**src/rtl/sys_array_feeder.sv**
```systemverilog
// Weight-stationary systolic array feeder: latches weights, then skews input vectors into the array columns.
// Optional macro SYS_ARRAY_FEEDER_CNT_EN adds a saturating 16-bit accepted-vector counter (vec_count).
module sys_array_feeder #(
  parameter int unsigned DATA_WIDTH = 8,
  parameter int unsigned ARRAY_W    = 4,
  parameter int unsigned ARRAY_L    = 4
) (
  input  logic                                  clk,
  input  logic                                  reset,
  input  logic                                  w_load_start,
  input  logic [ARRAY_W*ARRAY_L*DATA_WIDTH-1:0] w_data,
  input  logic                                  s_valid,
  output logic                                  s_ready,
  input  logic [ARRAY_L*DATA_WIDTH-1:0]         s_data,
  input  logic                                  s_last,
  output logic                                  param_load,
  output logic [ARRAY_W*ARRAY_L*DATA_WIDTH-1:0] parameter_data,
  output logic [ARRAY_L*DATA_WIDTH-1:0]         input_module,
  output logic                                  busy,
  output logic                                  done
`ifdef SYS_ARRAY_FEEDER_CNT_EN
  ,
  output logic [15:0]                           vec_count
`endif
);

  localparam int unsigned DRAIN_CYCLES = ARRAY_L + ARRAY_W - 1;
  localparam int unsigned CNT_W        = $clog2(DRAIN_CYCLES + 1);

  typedef enum logic [1:0] {IDLE, LOAD, STREAM, DRAIN} state_t;

  state_t           state;
  state_t           state_next;
  logic             done_next;
  logic [CNT_W-1:0] drain_cnt;
  logic             accept;

  // s_ready is high exactly while in STREAM, so this is the handshake
  assign accept = s_valid & s_ready;

  always_ff @(posedge clk) begin
    if (reset) state <= IDLE;
    else       state <= state_next;
  end

  always_comb begin
    state_next = state;
    done_next  = 1'b0;
    case (state)
      IDLE:    if (w_load_start) state_next = LOAD;
      LOAD:    state_next = STREAM;
      STREAM:  if (accept && s_last) state_next = DRAIN;
      DRAIN: begin
        if (drain_cnt == '0) begin
          state_next = IDLE;
          done_next  = 1'b1;
        end
      end
      default: state_next = IDLE;
    endcase
  end

  // Status outputs are registered from the next state so they line up with the state register
  always_ff @(posedge clk) begin
    if (reset) begin
      param_load <= 1'b0;
      s_ready    <= 1'b0;
      busy       <= 1'b0;
      done       <= 1'b0;
    end else begin
      param_load <= (state_next == LOAD);
      s_ready    <= (state_next == STREAM);
      busy       <= (state_next != IDLE);
      done       <= done_next;
    end
  end

  // Loaded with one less than the drain length; expiry is seen at zero
  always_ff @(posedge clk) begin
    if (reset) begin
      drain_cnt <= '0;
    end else if (state != DRAIN && state_next == DRAIN) begin
      drain_cnt <= CNT_W'(DRAIN_CYCLES - 1);
    end else if (state == DRAIN && drain_cnt != '0) begin
      drain_cnt <= drain_cnt - CNT_W'(1);
    end
  end

  always_ff @(posedge clk) begin
    if (reset)                            parameter_data <= '0;
    else if (state == IDLE && w_load_start) parameter_data <= w_data;
  end

  // Column j is a (j+1)-deep shift register; idle cycles inject zero
  for (genvar j = 0; j < ARRAY_L; j++) begin : g_col
    logic [DATA_WIDTH-1:0]         inj;
    logic [(j+1)*DATA_WIDTH-1:0]   sr;

    assign inj = accept ? s_data[j*DATA_WIDTH +: DATA_WIDTH] : '0;

    if (j == 0) begin : g_first
      always_ff @(posedge clk) begin
        if (reset) sr <= '0;
        else       sr <= inj;
      end
    end else begin : g_rest
      always_ff @(posedge clk) begin
        if (reset) sr <= '0;
        else       sr <= {sr[j*DATA_WIDTH-1:0], inj};
      end
    end

    assign input_module[j*DATA_WIDTH +: DATA_WIDTH] = sr[(j+1)*DATA_WIDTH-1 -: DATA_WIDTH];
  end

`ifdef SYS_ARRAY_FEEDER_CNT_EN
  always_ff @(posedge clk) begin
    if (reset) begin
      vec_count <= '0;
    end else if (state == IDLE && state_next == LOAD) begin
      vec_count <= '0;
    end else if (accept && vec_count != 16'hFFFF) begin
      vec_count <= vec_count + 16'd1;
    end
  end
`endif

endmodule

```
**config.mk**
```make
export PLATFORM = sky130hd
export DESIGN_NAME = sys_array_feeder
export DESIGN_NICKNAME = d
export VERILOG_FILES = /design/src/rtl/sys_array_feeder.sv
export SDC_FILE = /design/constraint.sdc
export NUM_CORES = 1
export LEC_CHECK = 0
export CAP_MARGIN = 15
export CORE_MARGIN = 4
export CORE_UTILIZATION = 44
export DETAILED_ROUTE_END_ITERATION = 10
export GPL_ROUTABILITY_DRIVEN = 0
export PLACE_DENSITY = 0.85
export RECOVER_POWER = 25
export REMOVE_ABC_BUFFERS = 1
export SYNTH_ARGS = -nofsm -noshare
export SYNTH_HDL_FRONTEND = slang
export SYNTH_SLANG_ARGS = --single-unit
```
**constraint.sdc**
```tcl
create_clock -name clk -period 2.7 [get_ports clk]
set_input_delay 0.81 -clock clk [delete_from_list [all_inputs] [get_ports clk]]
set_output_delay 0.81 -clock clk [all_outputs]
set_load 0.005 [all_outputs]
```
==> run_results.csv, run 1 <==
group,metric,value,unit
run_status,outcome,"complete, but fails checks",
run_status,violations,"max-capacitance violations, max-slew violations",
place,port_buffers,328,
sta,rsz0062_at_grt,"no",
drt,routed-wl-met3,2093,um
sta,tns,0,ns
sta,timing.final.crit_period,2.207,ns
drt,drtAntennaViolNets,0,
sta,relSlewSlack,-0.8388,%
worst_hold_path,hold_class,"reg -> reg",
cts,postCtsHoldBufs,0,
setup_path,cp_cell_sequence,"clkdlybuf4s50_1",
sta,finalHoldViolCount,0,
synth,ys_seq_area_share,60.86,%
drt,post_drt_via_cell_ratio,4.707,
synth,synth-adder-area-share,0.3506,%
global_route,grt_max_degree,105,
cts,path_clk_slew,0.06,ns
synth,synth_area,0.007138,mm2
setup_path,endpoint_kind,"output port",
setup_path,required,1.89,ns
drt,drtPass1Iterations,4,
drt,drt_wl_total,19910,um
setup_path,worstPathMaxFanout,2,
sta,holdWs,0.4344,ns
cells_and_area,areaGrowthSynthToFinish,54.85,%
place,placed_cell_area,0.01033,mm2
global_route,grt_pass1_wl,29810,um
cts,cts_tree,"done",
synth,synth-simple-area-share,22.00,%
synth,muxShareOfSynthArea,0.1402,%
sta,setup_violations,0,
place,hpwl,13970,um
synth,synthCells,793,
cts,cts_resized,0,
setup_path,slowest_stage,"clkdlybuf4s50_1",
sta,timing.final.crit_share,81.74,%
setup_path,critPathKind,"reg -> out",
drt,dr.first_iter.drc_count,250,
global_route,grt_usage,20.04,%
drt,highest_layer,"met4",
global_route,grt_pass1_vias,5869,
synth,ys_seq_elements,217,
synth,synth_top_family_by_area,"simple AND/OR/NAND/NOR gates",
setup_path,crit_buf_inv,1,
floorplanning,io_pins,329,
power_and_ir_drop,powerDensity,675.2,mW/mm2
global_route,overflow,0,
cells_and_area,final_util,69.58,%
floorplanning,design.core.area,0.01589,mm2
setup_path,max_stage_delay,0.54,ns
drt,wire_per_inst,15.24,um
synth,synth-xor-area-share,0.1227,%
cells_and_area,stdcell_count,1307,
cells_and_area,drive_above_1_share,4.125,%
place,dp_cells,1267,
sta,drv_slew,74,
cells_and_area,final_nets,1242,
global_route,antenna_found_initial,0,
cts,cts-root-buf,"clkbuf_16",
drt,dr_wl_met2,9987,um
power_and_ir_drop,peakVddDrop,0.5345,mV
synth,syn_avg_cell_area,9.001,um2
cells_and_area,antenna_cells,0,
sta,fin_skew,0.009470,ns
drt,met1_length,7315,um
cells_and_area,final_area,0.01105,mm2
floorplanning,die_area,0.01833,mm2
setup_path,crit_arrival,1.40,ns
drt,drcViolationCount,0,
floorplanning,start_util,44.94,%
cts,cts_max_path_buffers,3,
floorplanning,chipHeight,135.4,um
cts,cts_made_buffers,22,
floorplanning,die_w,135.4,um
synth,ys_warn_count,0,
cts,cts_setup_buffers,0,
synth,synth_compound_area_share,9.535,%
flow_run,maxCapViolCount,1,
cts,clk_latency,0.49,ns
cts,cts_htree_levels,1,
power_and_ir_drop,p_leak,0.004173,uW
synth,synthDistinctLibCells,23,
setup_path,setup.worst_path.start_class,"register",
floorplanning,placementRows,46,
setup_path,cp_top_family,"buffers and inverters",
cts,numClockSinks,217,
sta,tightest_slew,1.513,ns
sta,fmax,0.4531,GHz
drt,vias,6152,
synthesized netlist by cell type:
| library cell | count | area share [%] |
|---|---|---|
| o21ai_0 | 2 | 0.14 |
| nor3b_1 | 1 | 0.11 |
| ha_1 | 2 | 0.35 |
| nand3_1 | 2 | 0.14 |
| a21oi_1 | 130 | 9.1 |
| inv_1 | 2 | 0.11 |
| buf_4 | 24 | 2.5 |
| mux2i_1 | 1 | 0.14 |
| nand2b_1 | 1 | 0.088 |
| or3b_1 | 1 | 0.12 |
| dfxtp_1 | 217 | 61 |
| buf_6 | 12 | 1.9 |
| xnor2_1 | 1 | 0.12 |
| a211oi_1 | 1 | 0.11 |
| a31oi_1 | 2 | 0.18 |
| buf_2 | 15 | 1.1 |
| nor3_1 | 5 | 0.35 |
| or3_1 | 3 | 0.26 |
| and2_1 | 32 | 2.8 |
| nor2b_1 | 49 | 4.3 |
| nor2_1 | 4 | 0.21 |
| clkbuf_1 | 27 | 1.4 |
| nand2_1 | 259 | 14 |
kinds of logic after synthesis:
family	Yosys count
AND/OR/NAND/NOR	357
flip-flops	217
AO/OA/AOI/OAI	135
buffers and inverters	80
adder cells (fa/ha/maj)	2
XOR/XNOR	1
multiplexers	1
per-layer routing:
layer / GRT usage (%) / vias up
li1: - / 3048
met1: 22.06 / 2819
met2: 35.98 / 247
met3: 7.689 / 38
met4: 5.655 / 0
met5: 0 / -
state kept, by name, summed over array words and instances (netlist names):
register / flops
done: 1
param_load: 1
busy: 1
s_ready: 1
g_col.sr: 80
drain_cnt: 3
state: 2
parameter_data: 128
cell usage in the layout, fill, tap and decap left out, types with 2 or more instances in the layout:
cell / Yosys / final
buf_4: 24 / 2
or3_1: 3 / 3
buf_12: 0 / 5
nand2_1: 259 / 259
clkdlybuf4s50_1: 0 / 327
inv_1: 2 / 2
nor3_1: 5 / 5
and2_0: 0 / 8
clkinv_2: 0 / 4
a21oi_1: 130 / 130
nor2b_1: 49 / 49
a31oi_1: 2 / 2
nand3_1: 2 / 2
o21ai_0: 2 / 2
nor2_1: 4 / 4
and2_1: 32 / 24
clkbuf_2: 0 / 2
dfxtp_1: 217 / 217
clkbuf_16: 0 / 23
clkbuf_8: 0 / 6
ha_1: 2 / 2
clkbuf_1: 27 / 5
through the flow:
step                      setup slack [ns]  power [uW]
final                               0.4930        7463
after global routing                0.3356        7792
after CTS                           0.4510        7572
after detailed placement            0.2837        4529
after global placement              0.3273        4503
after floorplan                     -5.178        3846
path summary, 6_finish.rpt:
check                           cells after the start                from                  to  slack (ns)
worst max register to register                      4            state[0]  parameter_data[76]        0.90
worst max-delay path                                1  parameter_data[39]  parameter_data[39]        0.49
worst min register to register                      1     g_col[3].sr[11]     g_col[3].sr[19]        0.43
worst min-delay path                                1     g_col[3].sr[11]     g_col[3].sr[19]        0.43
final cells by class:
cell class	count	area [um2]
Clock buffer	34	676.9
Timing Repair Buffer	336	3398
Tap cell	216	270.3
Clock inverter	6	58.81
Sequential cell	217	4344
Inverter	2	7.507
Multi-Input combinational cell	496	2297
Fill cell	1202	4832
power by group:
part | total, uW | internal [uW] | switching (uW)
sequential | 3450 | 3370 | 81.2
combinational | 1000 | 586 | 418
clock | 3010 | 1820 | 1190
(Power assumes the default switching activity.)
==> inputs of run 2 (changes only) <==
- CORE_UTILIZATION: 44 -> 41
- PLACE_DENSITY: 0.85 -> 0.8
- clock period: 2.7 -> 2.07 ns (I/O delays scaled with it)
==> run 2 against run 1 <==
First-iteration DRC count shrank 30%. Via count shrank 0.44%. Core utilization decreased by 3.0 points. Critical path depth unchanged. Sequential power grew 30%. Wire length up 0.32%. Critical endpoint is now parameter_data[69]. Clock skew is 0.0035 ns lower. The flow now finishes without violations. Setup slack got worse by 0.42 ns. Critical path type unchanged. Combinational power grew 35%. Register-to-register slack got worse by 0.50 ns. Sequential share of layout area fell by 0.50 points.
==> run_results.csv, run 2 (synthesis gave the netlist of run 1 again) <==
group,metric,value,unit
setup_path,critPathLaunch,"parameter_data[69]",
setup_path,critPathKind,"reg -> out",
floorplanning,start_util,42.44,%
setup_path,r2r_cells,4,
cells_and_area,drive_above_1_share,4.554,%
setup_path,worstPathMaxFanout,2,
floorplanning,chipHeight,139.9,um
drt,wire_per_inst,15.16,um
global_route,grt_pass1_wl,30710,um
setup_path,cp_top_family,"buffers and inverters",
sta,holdWs,0.4282,ns
floorplanning,die_area,0.01958,mm2
drt,dr.first_iter.drc_count,175,
cells_and_area,final_util,66.56,%
global_route,grt_max_degree,80,
drt,drt_wl_total,19980,um
worst_hold_path,min_from,"reset",
floorplanning,design.core.area,0.01682,mm2
power_and_ir_drop,switching_share,22.07,%
sta,drv_slew,0,
cts,numClockSinks,217,
power_and_ir_drop,powerDensity,896.8,mW/mm2
cts,clk_latency,0.49,ns
setup_path,timing.rr.start,"state[0]",
power_and_ir_drop,p_leak,0.004240,uW
cts,cts_htree_levels,1,
cts,cts_tree,"done",
setup_path,slowest_stage,"clkdlybuf4s50_1",
global_route,antenna_found_initial,1,
cts,path_clk_slew,0.06,ns
place,port_buffers,328,
cells_and_area,areaGrowthSynthToFinish,56.83,%
cells_and_area,top_register,"parameter_data",
cts,cts_setup_buffers,0,
cts,postCtsHoldBufs,0,
global_route,overflow,0,
sta,timing.final.crit_period,1.999,ns
setup_path,required,1.45,ns
setup_path,r2r_slack,0.40,ns
power_and_ir_drop,p_int,7823,uW
power_and_ir_drop,peakVddDrop,0.6406,mV
power_and_ir_drop,finalPower,10040,uW
cells_and_area,final_common_cell,"clkdlybuf4s50_1",
worst_hold_path,holdPathStages,2,
setup_path,crit_arrival,1.38,ns
power_and_ir_drop,power_switching,2215,uW
cts,cts_made_buffers,22,
cells_and_area,final_nets,1250,
drt,drcViolationCount,0,
floorplanning,die_w,139.9,um
setup_path,endpoint_kind,"output port",
cells_and_area,antenna_cells,0,
setup_path,crit_buf_inv,1,
run_status,outcome,"complete, no violations",
worst_hold_path,hold_class,"in -> reg",
sta,fin_skew,0.005972,ns
drt,drtAntennaViolNets,0,
sta,setup_violations,0,
flow_run,maxCapViolCount,0,
sta,fmax,0.5002,GHz
power_and_ir_drop,clock_power_share,41.7,%
sta,rsz0062_at_grt,"no",
global_route,grt_usage,19.17,%
cells_and_area,final_cell_mix,"clkdlybuf4s50_1 (325), nand2_1 (259), dfxtp_1 (217)",
power_and_ir_drop,seq_power_share,44.8,%
setup_path,r2r-end,"parameter_data[51]",
sta,timing.final.crit_share,96.57,%
cells_and_area,stdcell_count,1318,
sta,relSlewSlack,16.72,%
cts,cts_max_path_buffers,3,
place,dp_cells,1279,
setup_path,setup.worst_path.start_class,"register",
cells_and_area,largest_register_ffs,128,
drt,vias,6125,
worst_hold_path,whs_endpoint,"parameter_data[82]",
cts,cts_resized,0,
floorplanning,io_pins,329,
floorplanning,placementRows,47,
cells_and_area,reg_top3,"parameter_data (128), g_col.sr (80), drain_cnt (3)",
setup_path,cp_cell_sequence,"clkdlybuf4s50_1",
setup_path,max_stage_delay,0.55,ns
power_and_ir_drop,combPwrFrac,13.5,%
sta,finalHoldViolCount,0,
cts,cts-root-buf,"clkbuf_16",
sta,tightest_slew,1.249,ns
place,hpwl,14500,um
drt,post_drt_via_cell_ratio,4.647,
global_route,grt_pass1_vias,6015,
drt,drtPass1Iterations,4,
run 2: changes by cell type in the layout (fill, tap and decap cells not counted), moves of 3 or more:
cell	delta
bufinv_16	+3
clkbuf_8	-3
and2_0	-4
and2_1	+4
buf_12	+3
run 2: how the worst max path moves through the flow:
stage | to | slack (ns) | cells after the start
after global placement | parameter_data[81] | 0.01 | 5
after global routing | g_col[1].sr[2] | 0.005 | 5
final | parameter_data[69] | 0.07 | 1
after detailed placement | parameter_data[4] | -0.03 | 5
after floorplan | parameter_data[0] | -5.62 | 3
after CTS | parameter_data[69] | 0.02 | 1
run 2: layer usage:
layer / GRT usage, % / wire length [um]
met1: 20.77 / 7399
met2: 34.29 / 9960
met3: 7.260 / 1831
met4: 6.629 / 767
met5: 0 / 18
run 2: layout make-up:
cell class | count | area, um2
inverter | 2 | 7.507
timing repair buffer | 344 | 3491
fill | 1354 | 5624
sequential | 217 | 4344
clock inverter | 9 | 145.1
multi-input combinational | 496 | 2300
tap | 220 | 275.3
clock buffer | 30 | 631.9
run 2: power groups by stage:
stage	sequential, uW	clock, uW	combinational, uW
2_1_floorplan	4600	0	413
3_3_place_gp	4580	0	1360
3_5_place_dp	4590	0	1380
4_1_cts	4500	4290	1390
5_1_grt	4520	4450	1460
6_report	4500	4190	1350
run 2: stage by stage:
step	setup TNS [ns]	area [um2]	setup WS, ns
6_report	0	11190	0.07096
5_1_grt	0	11190	0.004680
4_1_cts	0	11250	0.02220
2_1_floorplan	-721.10	6646	-5.619
3_3_place_gp	0	10470	0.01243
3_5_place_dp	-0.1591	10470	-0.02707
==> inputs of run 3 (changes only) <==
- ABC_AREA: not set -> 1
- PLACE_DENSITY: 0.8 -> 0.79
==> run 3 against run 2 <==
Via count is 4.8% higher. Fmax is 1.1% lower. Combinational power is 11% higher. Global-route usage is 1.5 points higher. Register-to-register slack worse by 0.07 ns. Core utilization is 1.3 points lower. Clock skew is 0.0030 ns higher. Cell count is 7.4% higher. Wire length is 6.7% higher. Critical path depth stayed put. Synthesized cell count is 11% higher. Clock power is 5% lower. Largest cell class unchanged.
==> run_results.csv, run 3 <==
group,metric,value,unit
global_route,antenna_found_initial,2,
setup_path,crit_buf_inv,1,
setup_path,endpoint_kind,"output port",
setup_path,cp_top_family,"buffers and inverters",
drt,drtAntennaViolNets,0,
setup_path,cp_cell_sequence,"clkdlybuf4s50_1",
synth,synth_commonest_cells,"nor2_1 (342), dfxtp_1 (217), inv_1 (92)",
cts,cts_tree,"done",
worst_hold_path,hold_class,"reg -> reg",
setup_path,crit_arrival,1.40,ns
global_route,grt_pass1_vias,6272,
cts,cts_setup_buffers,0,
global_route,grt_max_degree,75,
sta,timing.final.crit_period,2.022,ns
sta,finalHoldViolCount,0,
synth,ys_warn_count,0,
power_and_ir_drop,powerDensity,895.6,mW/mm2
sta,rsz0062_at_grt,"no",
place,hpwl,15530,um
cells_and_area,final_nets,1340,
floorplanning,chipHeight,140.4,um
place,port_buffers,328,
drt,dr.first_iter.drc_count,253,
sta,setup_violations,0,
synth,synthDistinctLibCells,16,
floorplanning,placementRows,48,
floorplanning,design.core.area,0.01724,mm2
floorplanning,start_util,41.71,%
cts,numClockSinks,217,
cells_and_area,final_cell_mix,"nor2_1 (342), clkdlybuf4s50_1 (326), dfxtp_1 (216)",
synth,synth_area_leaders,"dfxtp_1 (60%), nor2_1 (18%), o21ai_0 (6.0%), inv_1 (4.8%), buf_4 (3.1%)",
sta,timing.final.crit_share,97.67,%
global_route,overflow,0,
sta,tightest_slew,0.9740,ns
synth,ys.flop_type,"dfxtp_1",
cts,cts_htree_levels,1,
floorplanning,die_w,140.4,um
sta,fmax,0.4946,GHz
sta,drv_slew,0,
cells_and_area,nFillCells,1416,
cells_and_area,areaGrowthSynthToFinish,56.39,%
cells_and_area,largest_register_ffs,128,
flow_run,maxCapViolCount,0,
synth,synth_top_area_cell,"dfxtp_1",
synth,syn_avg_cell_area,8.151,um2
global_route,grt_pass1_wl,33010,um
setup_path,required,1.45,ns
drt,vias,6422,
synth,ys_seq_elements,217,
cts,cts_max_path_buffers,3,
setup_path,worstPathMaxFanout,2,
floorplanning,io_pins,329,
synth,synth.top_cell.area_share,60.42,%
power_and_ir_drop,p_leak,0.004631,uW
global_route,grt_usage,20.69,%
synth,synth-edff-count,0,
synth,synth_most_common_cell,"nor2_1",
cells_and_area,final_common_cell,"nor2_1",
setup_path,setup.worst_path.start_class,"register",
setup_path,max_stage_delay,0.52,ns
cts,cts_made_buffers,23,
synth,synth_area,0.007189,mm2
synth,ys_seq_area_share,60.42,%
cts,cts-root-buf,"clkbuf_16",
sta,finalWorstSetupSlack,0.04833,ns
drt,drt_wl_total,21330,um
cts,path_clk_slew,0.06,ns
setup_path,critPathKind,"reg -> out",
cts,clk_latency,0.50,ns
drt,post_drt_via_cell_ratio,4.539,
sta,relSlewSlack,35.06,%
setup_path,slowest_stage,"clkdlybuf4s50_1",
run_status,outcome,"complete, no violations",
sta,fin_skew,0.009008,ns
power_and_ir_drop,peakVddDrop,0.7149,mV
drt,drtPass1Iterations,4,
sta,holdWs,0.3958,ns
floorplanning,die_area,0.01972,mm2
drt,drcViolationCount,0,
cells_and_area,reg_top3,"parameter_data (128), g_col.sr (80), drain_cnt (3)",
drt,wire_per_inst,15.07,um
place,place_ws,0.07205,ns
cells_and_area,drive_above_1_share,4.794,%
synth,synth-async-reset-ratio,0,%
synth,synthCells,882,
cells_and_area,top_register,"parameter_data",
## run 3: cell types whose count changed in the layout (fill, tap and decap cells not counted), moves of 49 or more
cell and delta:
inv_1 +90, nor2b_1 -49, nor2_1 +338, nand2_1 -246, o21ai_0 +84, a21oi_1 -130
## run 3: worst paths after layout
path,startpoint,to,slack (ns),cells past startpoint
max,parameter_data[126],parameter_data[126],0.05,1
min,g_col[2].sr[15],g_col[2].sr[23],0.40,2
max reg2reg,state[0],parameter_data[33],0.33,6
min reg2reg,g_col[2].sr[15],g_col[2].sr[23],0.40,2
## run 3: where the power goes
part	internal (uW)	switching, uW	total (uW)
Sequential	4440	129	4570
Clock	2350	1650	4000
Combinational	883	613	1500
## run 3: cell type report
cell class / count / area (um2) / area share [%]
repair buffers: 341 / 3442 / 30.61
inverters: 94 / 356.6 / 3.172
multi-input cells: 496 / 2066 / 18.37
clock buffers: 30 / 651.9 / 5.798
flip-flops and latches: 217 / 4345 / 38.65
well taps: 225 / 281.5 / 2.504
clock inverters: 11 / 97.59 / 0.8680
diodes: 1 / 2.502 / 0.02226
## run 3: timing repair
action,4_1_cts,5_1_grt
hold buffers,0,0
gates resized for setup,0,1
setup endpoints to repair,0,1
## run 3: per-stage QoR
step | cells | util (%) | instance area (um2) | power [uW] | TNS (ns)
floorplan | 807 | - | 6758 | 5134 | -127.75
global placement | 1373 | 60.98 | 10510 | 6137 | 0
detailed placement | 1373 | 60.98 | 10510 | 6177 | 0
CTS | 1414 | 65.33 | 11260 | 10210 | 0
global route | 1415 | 65.23 | 11240 | 10550 | 0
finish | 1415 | 65.23 | 11240 | 10070 | 0
## run 3: per-layer routing
layer	vias up	share of wire, %	GRT usage, %
met4	2	3.7	7.190
met3	51	9.7	6.794
met1	2879	39	23.77
li1	3234	-	-
met2	256	48	36.09
met5	-	0.061	0
## run 3: cells by family after synthesis
logic type	synth area share, %
and+or+nand+nor	19.21
DFF	60.42
buffers and inverters	10.91
AOI/OAI and AO/OA	8.980
adders and majority gates	0.3480
xor gates and xnor gates	0.1218
==> patch 1 (settings of run 2) <==
Build with the macro `SYS_ARRAY_FEEDER_CNT_EN` defined.
--- a/src/rtl/sys_array_feeder.sv
+++ b/src/rtl/sys_array_feeder.sv
@@ -1,5 +1,7 @@
 // Weight-stationary systolic array feeder: latches weights, then skews input vectors into the array columns.
 // Optional macro SYS_ARRAY_FEEDER_CNT_EN adds a saturating 16-bit accepted-vector counter (vec_count).
+`define SYS_ARRAY_FEEDER_CNT_EN
+
 module sys_array_feeder #(
   parameter int unsigned DATA_WIDTH = 8,
   parameter int unsigned ARRAY_W    = 4,
Check against the original RTL (old outputs only; new: vec_count): equivalent (equiv_simple and equiv_induct, registers matched by name and starting in step).
==> patch 1 against run 2 <==
- synthesized area rose by 9.9%
- non-clock buffer count increased by 34
- design area up 10%
- global-route usage increased by 0.65 points
- register-to-register slack got worse by 0.02 ns
- power increased by 0.40%
- sequential share of layout area fell by 0.73 points
- wire length is 11% higher
- sequential cell count rose by 16
- worst setup slack got worse by 0.030 ns
- fmax shrank 1.5%
- via count increased by 15%
- synthesized cell count increased by 12%
==> patch 1: results (changes against run 2) <==
| Metric | Value |
|---|---|
| Worst Tran Pin Value | 1.36 ns (+0.108 ns) |
| Switching fraction of total power | 23.4% (+1.3 points) |
| Status | finished clean |
| Register area share after synthesis | 59.5% (-1.4 points) |
| Drt total wl | 22200 um (+11%) |
| Total CTS buffers | 24 (+9.1%) |
| Leakage power | 4.70 nW (+11%) |
| Share of cells above drive strength 1 | 7.94% (+3.4 points) |
| R2r endpoint | vec_count[15]$_SDFFE_PP0P_ |
| Commonest cells post-synth | nand2_1 (271), dfxtp_1 (233), a21oi_1 (142) |
| Worst VDD drop | 760 uV (+19%) |
| Initial antenna violation count | 2 (+1) |
| Hold Path Sink | g_col[3].sr[8]$_SDFF_PP0_ |
| Avg Inst Size Synth | 8.81 um^2 (-2.1%) |
| Vias/cell | 4.80 (+3.2%) |
| Synth cell types | 36 (+57%) |
| Clock power frac | 39.7% (-2.0 points) |
| Crit path from | vec_count[13]$_SDFFE_PP0P_ |
| First-pass GRT wire length | 35200 um (+15%) |
| Max stage delay on crit path | 0.51 ns (-0.04 ns) |
| DRC marker count from the first detailed-route iteration | 313 (+79%) |
| Count of input and output buffers | 344 (+4.9%) |
| Largest net degree at the start of global routing | 108 (+35%) |
| R2R Setup Slk | 0.38 ns (-0.02 ns) |
| GRT Total Usage | 19.8% (+0.65 points) |
| Vias | 7056 (+15%) |
| WP data arrival | 1.41 ns (+0.03 ns) |
| DP Area | 0.0116 mm^2 (+11%) |
| Worst r2r src | vec_count[11]$_SDFFE_PP0P_ |
| Crit-path max FO | 7 (+5) |
| Synth top area cells | dfxtp_1 (59%), nand2_1 (13%), a21oi_1 (9.1%) |
| Hold path depth | 1 (-1) |
| Vias in the first global route | 6831 (+14%) |
| Layout Nets | 1385 (+11%) |
| Clock Skews | 0.00738 ns (+0.00141 ns) |
| Logic power comb | 1.31 mW (-3%) |
| HPWL after DPL | 16200 um (+12%) |
-- patch 1: kinds of logic after synthesis --
logic type      Yosys count  share of synthesized area, %
flops                   233                          59.5
fa+ha+maj                 3                         0.479
simple gates            406                          23.6
xor+xnor                  2                         0.223
compound gates          161                          10.6
mux                       4                         0.511
buf+inv                  81                          5.09
-- patch 1: final cells by class --
type / instances / area, um^2
sequential: 233 / 4710
antenna: 2 / 5.00
multi-input combinational: 576 / 2790
fill: 1511 / 6400
clock buffer: 32 / 661
clock inverter: 12 / 81.3
timing repair buffer: 378 / 3810
tap: 234 / 293
inverter: 4 / 15.0
-- patch 1: per-stage QoR --
stage               power [mW]  setup TNS [ns]  worst slack, ns  hold WS (ns)
finish                    10.1               0           0.0409         0.432
global route              10.5               0          0.00178         0.442
CTS                       10.2               0          0.00601         0.427
detailed placement        6.21          -14.26           -0.182         0.420
global placement          6.18           -7.19           -0.162         0.416
floorplan                 5.27         -839.14            -6.81         0.414
-- patch 1: layer usage --
| metal | routed length (um) | global-route usage, % |
|---|---|---|
| met1 | 8420 | 22.0 |
| met2 | 11000 | 35.4 |
| met3 | 2090 | 6.86 |
| met4 | 660 | 6.63 |
| met5 | 0 | 0 |
-- patch 1: what timing repair did --
| action | CTS | global route |
|---|---|---|
| endpoints found under the setup margin | 15 | 10 |
| gates resized for setup | 20 | 10 |
| gates cloned | 0 | 0 |
| hold buffers | 0 | 0 |
-- patch 1: worst max-delay path by stage --
stage               cells after the start  slack (ns)                         end
floorplan                               4       -6.81  vec_count[12]$_SDFFE_PP0P_
global placement                        6       -0.16  vec_count[15]$_SDFFE_PP0P_
detailed placement                      6       -0.18  vec_count[15]$_SDFFE_PP0P_
CTS                                     1       0.006          parameter_data[57]
global route                            1       0.002               vec_count[13]
finish                                  1        0.04               vec_count[13]
==> patch 2 (flow settings as in run 2) <==
Made on the original files. Encoding of `state_t`: now one-hot (4 bits for 4 states).
--- a/src/rtl/sys_array_feeder.sv
+++ b/src/rtl/sys_array_feeder.sv
@@ -27,7 +27,7 @@
   localparam int unsigned DRAIN_CYCLES = ARRAY_L + ARRAY_W - 1;
   localparam int unsigned CNT_W        = $clog2(DRAIN_CYCLES + 1);
 
-  typedef enum logic [1:0] {IDLE, LOAD, STREAM, DRAIN} state_t;
+  typedef enum logic [3:0] {IDLE = 4'b0001, LOAD = 4'b0010, STREAM = 4'b0100, DRAIN = 4'b1000} state_t;
 
   state_t           state;
   state_t           state_next;
Formal check against the unedited RTL: no difference found for any inputs over 10 cycles, from zero or initial values and one cycle with reset high; not proved beyond that.
==> patch 2 against run 2 <==
- fmax decreased by 0.88%
- design area increased by 2.9%
- synthesized cell count increased by 4.5%
- worst hold slack improved by 0.0042 ns
- power increased by 0.81%
- sequential share of layout area decreased by 0.75 points
- clock skew increased by 0.0037 ns
- worst setup slack got worse by 0.018 ns
- first-iteration DRC count increased by 85%
- wire length increased by 13%
- sequential cell count increased by 2
- synthesized area increased by 6.5%
- critical path type unchanged
- largest cell class unchanged
==> patch 2: results (changes against run 2) <==
| Metric | Value |
|---|---|
| Worst VDD drop | 681 uV (+6.3%) |
| Layout Nets | 1255 (+0.40%) |
| R2r endpoint | parameter_data[65]$_SDFFE_PP0P_ |
| Vias in the first global route | 6499 (+8.0%) |
| # fillers | 1500 (+11%) |
| Worst r2r src | state[0]$_SDFF_PP1_ |
| Router iterations before antenna repair | 5 (+1) |
| Post-synthesis xor/xnor area fraction | 0.115% (-0.0075 points) |
| Synth cell types | 30 (+30%) |
| WP data arrival | 1.40 ns (+0.02 ns) |
| Synth top area share | 57.7% (-3.2 points) |
| Mux cell area share after synthesis | 0.132% (-0.0086 points) |
| Skew-Pair Late Insertion Delay | 0.49 ns (about the same) |
| HPWL after DPL | 15300 um (+5.2%) |
| Commonest cells post-synth | dfxtp_1 (219), a21oi_1 (130), o21ai_0 (130) |
| Hold Path Class | reg2reg |
| Initial antenna violation count | 0 (-1) |
| DP Area | 0.0108 mm^2 (+3.4%) |
| Vias | 6887 (+12%) |
| Most frequent cell after synthesis | dfxtp_1 |
| Pre-CTS setup slack | -0.0724 ns (-0.0454 ns) |
| Share of cells above drive strength 1 | 4.37% (-0.19 points) |
| GRT Total Usage | 19.9% (+0.70 points) |
| R2R Setup Slk | 0.18 ns (-0.22 ns) |
| Seq power | 4.55 mW (+1%) |
| Synth top area cells | dfxtp_1 (58%), a21oi_1 (8.6%), o21ai_0 (8.6%) |
| Sequential Power Share | 44.9% (about the same) |
| Status | finished clean |
| First-pass GRT wire length | 33500 um (+9.0%) |
| Synth Area in Compound Gates | 17.9% (+8.4 points) |
| Clock power frac | 38.8% (-2.9 points) |
| Synth Area in Adders | 0.329% (-0.021 points) |
| Largest net degree at the start of global routing | 132 (+65%) |
| Leakage power | 4.15 nW (-2.1%) |
| Post-Syn Instances | 829 (+4.5%) |
| Hold path depth | 1 (-1) |
| Crit path from | parameter_data[43]$_SDFFE_PP0P_ |
| Biggest regs | parameter_data (128), g_col.sr (80), state (4) |
| Hold Path Sink | g_col[3].sr[10]$_SDFF_PP0_ |
| Hold_sp | g_col[3].sr[2]$_SDFF_PP0_ |
| Drt total wl | 22600 um (+13%) |
| Vias/cell | 5.19 (+12%) |
| DRC marker count from the first detailed-route iteration | 324 (+85%) |
| Fin Hold WS | 0.432 ns (+0.00421 ns) |
| Crit-path slowest cell | clkdlybuf4s50_1 |
| Crit path to | parameter_data[43] |
| Internal power | 7.68 mW (-1.8%) |
| Worst Tran Pin Value | 1.07 ns (-0.181 ns) |
patch 2: cell types whose count changed after synthesis, moves of 4 or more:
cell	change
clkbuf_1	+39
o21ai_0	+128
nand3_1	+126
inv_1	+4
buf_6	-10
nand2_1	-258
patch 2: repair_timing:
item | 4_1_cts | 5_1_grt
gates resized for setup | 0 | 1
hold buffers | 0 | 0
setup buffers | 0 | 0
endpoints found under the setup margin | 0 | 1
patch 2: per-layer routing:
metal	share of wire [%]	wire length, um	GRT usage (%)
met4	3.2	714	7.07
met5	0	0	0
met1	39	8720	23.3
met3	10	2310	6.65
met2	48	10900	34.1
patch 2: cell type report:
class | instances | area [um^2] | area share (%)
timing repair buffer | 341 | 3440 | 29.9
clock inverter | 5 | 78.8 | 0.684
multi-input combinational | 497 | 2670 | 23.2
sequential | 219 | 4380 | 38.1
tap | 229 | 287 | 2.49
inverter | 6 | 23.8 | 0.206
clock buffer | 31 | 636 | 5.52
